<file path="src/rtl/keypad_pkg.sv">
// keypad_pkg: shared types and helpers for the keypad entry controller.
//   kp_state_e  - debounce FSM states
//   calc_div    - clock cycles per tick period (CLK_HZ / TICK_HZ)
//   popcount16  - number of set bits in a (zero-extended) key vector
//   onehot_idx  - bit index of the highest set bit (the key's digit code)
package keypad_pkg;

  typedef enum logic [1:0] {
    IDLE         = 2'd0,
    PRESS_WAIT   = 2'd1,
    HELD         = 2'd2,
    RELEASE_WAIT = 2'd3
  } kp_state_e;

  function automatic int calc_div(input int clk_hz, input int tick_hz);
    return clk_hz / tick_hz;
  endfunction

  function automatic logic [4:0] popcount16(input logic [15:0] v);
    logic [4:0] c;
    c = '0;
    for (int i = 0; i < 16; i++) c = c + {4'b0, v[i]};
    return c;
  endfunction

  // Only meaningful for a one-hot input; multi-hot inputs never reach the
  // digit path because they are rejected before a load.
  function automatic logic [3:0] onehot_idx(input logic [15:0] v);
    logic [3:0] idx;
    idx = '0;
    for (int i = 0; i < 16; i++) if (v[i]) idx = 4'(i);
    return idx;
  endfunction

endpackage

</file>
<file path="src/rtl/keypad_entry_ctrl_tick_gen.sv">
// tick_gen: single-cycle clock-enable at TICK_HZ, run only in run mode.
//   clk      in  system clock
//   resetn   in  async active-low reset
//   enablen  in  1 = run (counter runs), 0 = entry (counter held at 0)
//   tick     out one-cycle pulse while tc == DIV-1
module tick_gen
  import keypad_pkg::*;
#(
  parameter int CLK_HZ  = 50000000,
  parameter int TICK_HZ = 1
) (
  input  logic clk,
  input  logic resetn,
  input  logic enablen,
  output logic tick
);

  localparam int DIV = calc_div(CLK_HZ, TICK_HZ);
  localparam int TW  = (DIV > 1) ? $clog2(DIV) : 1;
  localparam logic [TW-1:0] TC_MAX = TW'(DIV - 1);

  logic [TW-1:0] tc_q, tc_d;

  always_comb begin
    tc_d = '0;
    if (enablen) tc_d = (tc_q == TC_MAX) ? '0 : tc_q + TW'(1);
  end

  always_ff @(posedge clk or negedge resetn) begin
    if (!resetn) tc_q <= '0;
    else         tc_q <= tc_d;
  end

  // Gated with enablen so a drop in the terminal cycle never leaks a pulse.
  assign tick = enablen & (tc_q == TC_MAX);

endmodule

</file>
<file path="src/rtl/keypad_entry_ctrl.sv">
// keypad_entry_ctrl: synchronise + debounce a one-hot keypad, emit one load
// per accepted press and shift the digit into a BCD entry register.
//   clk, resetn   clock, async active-low reset
//   enablen       0 = entry mode (loads allowed), 1 = run mode (tick runs)
//   keypad        raw asynchronous key lines, active-high
//   clear_entry   synchronous clear of digits / entry_count
//   digit         code of last accepted key
//   load          one-cycle pulse per accepted press
//   digits        entry register, newest digit in [3:0]
//   entry_count   number of valid digits, saturating at N_DIGITS
//   key_held      debounced press active
//   multi_key     debounced press has more than one line high
//   tick          one-cycle enable at TICK_HZ
module keypad_entry_ctrl
  import keypad_pkg::*;
#(
  parameter int N_KEYS          = 10,
  parameter int N_DIGITS        = 4,
  parameter int DEBOUNCE_CYCLES = 500000,
  parameter int CLK_HZ          = 50000000,
  parameter int TICK_HZ         = 1
) (
  input  logic                          clk,
  input  logic                          resetn,
  input  logic                          enablen,
  input  logic [N_KEYS-1:0]             keypad,
  input  logic                          clear_entry,
  output logic [3:0]                    digit,
  output logic                          load,
  output logic [4*N_DIGITS-1:0]         digits,
  output logic [$clog2(N_DIGITS+1)-1:0] entry_count,
  output logic                          key_held,
  output logic                          multi_key,
  output logic                          tick
);

  localparam int DW = (DEBOUNCE_CYCLES > 1) ? $clog2(DEBOUNCE_CYCLES) : 1;
  localparam int CW = $clog2(N_DIGITS + 1);
  localparam logic [DW-1:0] DBC_MAX = DW'(DEBOUNCE_CYCLES - 1);
  localparam logic [CW-1:0] CNT_MAX = CW'(N_DIGITS);

  logic [N_KEYS-1:0]     s1_q, s2_q, sync_key;
  logic [N_KEYS-1:0]     snap_q, snap_d;
  logic [DW-1:0]         dbc_q, dbc_d;
  kp_state_e             state_q, state_d;
  logic                  load_q, load_d;
  logic [3:0]            digit_q, digit_d;
  logic [4*N_DIGITS-1:0] digits_q, digits_d;
  logic [CW-1:0]         cnt_q, cnt_d;
  logic                  held_q, held_d;
  logic                  multi_q, multi_d;
  logic                  accept;
  logic [4:0]            snap_pop;
  logic [3:0]            snap_idx;

  assign sync_key = s2_q;
  assign snap_pop = popcount16(16'(snap_q));
  assign snap_idx = onehot_idx(16'(snap_q));

  always_comb begin
    state_d  = state_q;
    snap_d   = snap_q;
    dbc_d    = dbc_q;
    held_d   = held_q;
    multi_d  = multi_q;
    load_d   = 1'b0;
    digit_d  = digit_q;
    digits_d = digits_q;
    cnt_d    = cnt_q;
    accept   = 1'b0;

    unique case (state_q)
      IDLE: begin
        if (sync_key != '0) begin
          snap_d  = sync_key;
          dbc_d   = '0;
          state_d = PRESS_WAIT;
        end
      end
      PRESS_WAIT: begin
        if (sync_key == '0) begin
          state_d = IDLE;
        end else if (sync_key != snap_q) begin
          snap_d = sync_key;
          dbc_d  = '0;
        end else if (dbc_q == DBC_MAX) begin
          // HELD entry: the only point where a press can become a load.
          state_d = HELD;
          held_d  = 1'b1;
          multi_d = (snap_pop > 5'd1);
          accept  = (snap_pop == 5'd1) && !enablen && !clear_entry;
        end else begin
          dbc_d = dbc_q + DW'(1);
        end
      end
      HELD: begin
        // Changes to another non-zero pattern are ignored: no auto-repeat.
        if (sync_key == '0) begin
          dbc_d   = '0;
          state_d = RELEASE_WAIT;
        end
      end
      RELEASE_WAIT: begin
        if (sync_key != '0) begin
          state_d = HELD;
        end else if (dbc_q == DBC_MAX) begin
          state_d = IDLE;
          held_d  = 1'b0;
          multi_d = 1'b0;
        end else begin
          dbc_d = dbc_q + DW'(1);
        end
      end
      default: state_d = IDLE;
    endcase

    if (accept) begin
      load_d   = 1'b1;
      digit_d  = snap_idx;
      // Truncating cast drops the oldest digit off the top.
      digits_d = (4*N_DIGITS)'({digits_q, snap_idx});
      cnt_d    = (cnt_q == CNT_MAX) ? cnt_q : cnt_q + CW'(1);
    end

    if (clear_entry) begin
      digits_d = '0;
      cnt_d    = '0;
    end
  end

  always_ff @(posedge clk or negedge resetn) begin
    if (!resetn) begin
      s1_q     <= '0;
      s2_q     <= '0;
      snap_q   <= '0;
      dbc_q    <= '0;
      state_q  <= IDLE;
      load_q   <= 1'b0;
      digit_q  <= '0;
      digits_q <= '0;
      cnt_q    <= '0;
      held_q   <= 1'b0;
      multi_q  <= 1'b0;
    end else begin
      s1_q     <= keypad;
      s2_q     <= s1_q;
      snap_q   <= snap_d;
      dbc_q    <= dbc_d;
      state_q  <= state_d;
      load_q   <= load_d;
      digit_q  <= digit_d;
      digits_q <= digits_d;
      cnt_q    <= cnt_d;
      held_q   <= held_d;
      multi_q  <= multi_d;
    end
  end

  assign digit       = digit_q;
  assign load        = load_q;
  assign digits      = digits_q;
  assign entry_count = cnt_q;
  assign key_held    = held_q;
  assign multi_key   = multi_q;

  tick_gen #(
    .CLK_HZ  (CLK_HZ),
    .TICK_HZ (TICK_HZ)
  ) u_tick (
    .clk     (clk),
    .resetn  (resetn),
    .enablen (enablen),
    .tick    (tick)
  );

endmodule

</file>
<file path="config.mk">
export PLATFORM = sky130hd
export DESIGN_NAME = keypad_entry_ctrl
export DESIGN_NICKNAME = d
export VERILOG_FILES = /design/src/rtl/keypad_pkg.sv /design/src/rtl/keypad_entry_ctrl_tick_gen.sv /design/src/rtl/keypad_entry_ctrl.sv
export SDC_FILE = /design/constraint.sdc
export NUM_CORES = 1
export LEC_CHECK = 0
export ABC_CLOCK_PERIOD_IN_PS = 11200
export BUFFER_PORTS_ARGS = -buffer_cell sky130_fd_sc_hd__buf_2
export CORE_MARGIN = 4
export CORE_UTILIZATION = 30
export CTS_BUF_LIST = sky130_fd_sc_hd__clkbuf_2
export DETAILED_ROUTE_END_ITERATION = 10
export GPL_TIMING_DRIVEN = 1
export PLACE_DENSITY = 0.5
export SYNTH_ARGS = -nofsm -noshare
export SYNTH_HDL_FRONTEND = slang
export SYNTH_HIERARCHICAL = 1
export SYNTH_SLANG_ARGS = --single-unit
</file>
<file path="constraint.sdc">
create_clock -name clk -period 11.2 [get_ports clk]
set_input_delay 1.68 -clock clk [delete_from_list [all_inputs] [get_ports clk]]
set_output_delay 1.68 -clock clk [all_outputs]
set_load 0.01 [all_outputs]
</file>
==> run summary <==
Placed cell areas = 5450 µm²
Startpoint Class = flop
FF-to-FF Start = snap_q[0]
CTS tree = yes
Final setup fails = 0
Initial DRC Count = 269
Max clock buf depth = 2
Crit-path cells = fa_1 -> inv_1 -> fa_1 -> fa_1 -> inv_1 -> ha_1 -> inv_1 -> fa_1 -> a2111o_1 -> a21boi_0 -> nor4b_1 -> and3_1 -> o311ai_0 -> a21oi_1
Boundary Pins = 41
Fmax achieved = 189 MHz
Synth top cells by count = dfrtp_1 (103), nand2_1 (49), nor2_1 (47)
All-Layer GR Usage = 11.6%
Final Wtd Congestion = 0.774
Max VDD drop = 0.0000633 V
Largest net degree at the start of global routing = 56
Area of the core = 16600 µm²
Critical-path top delay cell = and3_1
Syn avg cell area = 10.2 µm²
Routed wire length = 10600 µm
Most common cell in the synthesized netlist = dfrtp_1
Via count = 3663
Drt drc = 0
Most frequent CP cell = fa_1
Starting Density = 30.5%
Remaining global-route overflow = 0
PortBufs = 40
R2R Setup Slk = 5.91 ns
Antenna violations before repair = 0
WP data required = 11.75 ns
Pleak = 0.00239 µW
Vias/cell = 4.87
Post-Syn Instances = 494
Syn_nets = 520
Antenna viol nets, final = 0
Wire length per cell = 14.0 µm
Setup Skew = 0.0283 ns
Status = completed
Share of the synthesized area in the top cell type = 50.9%
Critical path depth = 14
DP HPWL = 7220 µm
Crit Path Class = flop to flop
Slowest stage delay, CP = 0.94 ns
Max-slew violations = 0
PwrDens = 116 nW/µm²
CTS H-tree depth = 3
Global-route wire length before repair = 17700 µm
Buf/Inv on CP = 3
Post-CTS sizing = 0
Min Tclk post-route = 5.29 ns
Inserted Diodes = 0
Clock transition at path regs = 0.30 ns
Router iterations before antenna repair = 4
Slew margin rel. = 23.5%
Tcrit/Tclk final = 47.3%
Placement Rows = 47
Worst Path Arrival = 5.84 ns
CP max FO = 34
Worst-skew pair later-pin latency = 0.60 ns
Worst Hold Class = flop to flop
Fin. Hold Viols = 0
Share of cells above drive strength 1 = 15.0%
EDFF count, synth = 0
Nets = 553
Crit path launch = snap_q[0]
Post-synthesis sequential area ratio = 50.9%
Synth warn = 6
Worst R2R End = digits[1]
P&R area growth vs syn = 10.8%
Worst Setup EP = digits[1]
Netlist cell types = 56
Slew at the pin closest to its max-slew limit = 1.14 ns
CTS Buf Count = 9
Max cap viols = 0
FF-to-FF path depth = 14
Most area-consuming cells after synthesis = dfrtp_1 (51%), xnor2_1 (3.8%), nand2_1 (3.6%)
Main flop type after synthesis = dfrtp_1
RSZ-0062 raised after global routing = no
Post-CTS setup buffer count = 0
Die width = 138 µm
Root buffer cell = clkbuf_2
Top delay family on crit path = adder cells
Number of global-route vias before repair = 3594
Die area = 19000 µm²
Cell Area, Synth = 5060 µm²
Worst Setup End Kind = flop
Setup_tns = 0 ns
Clk sinks = 103
Post-synth ARST share = 100%
Die H = 138 µm
Largest area contributor in the netlist = dfrtp_1
Fin area = 5610 µm²
Hold-fix buffers at CTS = 0
Synth Register Bits = 103
Filler cell count = 1738
## report_power, final
group          leakage, µW  internal [µW]  switching (µW)
sequential         0.00136            380            6.45
combinational     0.000933           18.7            27.2
clock            0.0000924           80.4             140
total              0.00239            479             173
## cells by family (layout without fill, tap and decap cells)
| kind of cell | count (synthesis) | count (layout) | share of synthesized area (%) |
|---|---|---|---|
| xor+xnor | 37 | 37 | 6.55 |
| simple gates | 215 | 215 | 23.6 |
| fa+ha+maj | 12 | 12 | 3.86 |
| buf+inv | 42 | 80 | 3.63 |
| flops | 103 | 103 | 50.9 |
| mux | 6 | 6 | 1.31 |
| compound gates | 79 | 79 | 10.1 |
## area by class of cell
cell class	count	area, µm²	area share (%)
clock inverters	7	111	1.99
clock buffers	9	45.0	0.804
flip-flops and latches	103	2580	46.0
inverters	23	86.3	1.54
well taps	220	275	4.91
repair buffers	41	210	3.75
multi-input cells	349	2300	41.0
## worst reg2reg max path: stages (launching register included)
cell and delay, ns:
dfrtp_1 0.50, fa_1 0.54, inv_1 0.05, fa_1 0.51, fa_1 0.41, inv_1 0.07, ha_1 0.16, inv_1 0.05
fa_1 0.38, a2111o_1 0.40, a21boi_0 0.23, nor4b_1 0.39, and3_1 0.94, o311ai_0 0.40, a21oi_1 0.21
## sequential cells by signal, summed over array words and instances, names as in the netlist, 3 cells and up, named ones only
signal       flops
entry_count      3
s2_q            10
dbc_q           19
u_tick/tc_q     26
snap_q          10
s1_q            10
digit            4
digits          16
## worst min path at each step
stage          startpoint      end  slack [ns]  cells past startpoint
5_1_grt           s1_q[9]  s2_q[9]        0.40                      0
4_1_cts           s1_q[9]  s2_q[9]        0.39                      0
3_3_place_gp      s1_q[9]  s2_q[9]        0.33                      0
3_5_place_dp      s1_q[0]  s2_q[0]        0.33                      0
6_report          s1_q[9]  s2_q[9]        0.39                      0
2_1_floorplan     s1_q[0]  s2_q[0]        0.33                      0
## cell usage in the layout (no fill, tap or decap), drive strengths merged, types with 3 or more instances in the layout
| master | count |
|---|---|
| and4 | 8 |
| nor3 | 11 |
| nand2b | 14 |
| clkbuf | 9 |
| nand3 | 22 |
| and3 | 7 |
| nor2 | 47 |
| buf | 41 |
| mux2 | 5 |
| ha | 6 |
| inv | 27 |
| o31ai | 11 |
| xor2 | 14 |
| or3 | 3 |
| fa | 6 |
| dfrtp | 103 |
| nand4 | 14 |
| nor4b | 7 |
| nor4 | 8 |
| nand2 | 49 |
| a21oi | 27 |
| xnor2 | 23 |
| o21ai | 22 |
| or4 | 13 |
## per-layer routing
metal | track usage (%) | up-vias | wire length (µm)
met2 | 17.6 | 45 | 4680
met1 | 16.4 | 1809 | 5290
li1 | - | 1804 | -
met3 | 3.66 | 5 | 505
met4 | 1.98 | 0 | 73
met5 | 0 | - | 0
## per-stage QoR
stage | worst slack [ns] | power [µW] | hold WS, ns | utilization [%] | std cells
6_report | 5.91 | 652 | 0.389 | 33.8 | 752
5_1_grt | 5.32 | 684 | 0.399 | 33.8 | 752
4_1_cts | 5.85 | 663 | 0.393 | 33.8 | 752
3_5_place_dp | 5.92 | 439 | 0.335 | 32.9 | 736
3_3_place_gp | 6.15 | 438 | 0.332 | 32.9 | 736
2_1_floorplan | 6.93 | 421 | 0.331 | - | 494
(Power assumes the default switching activity.)
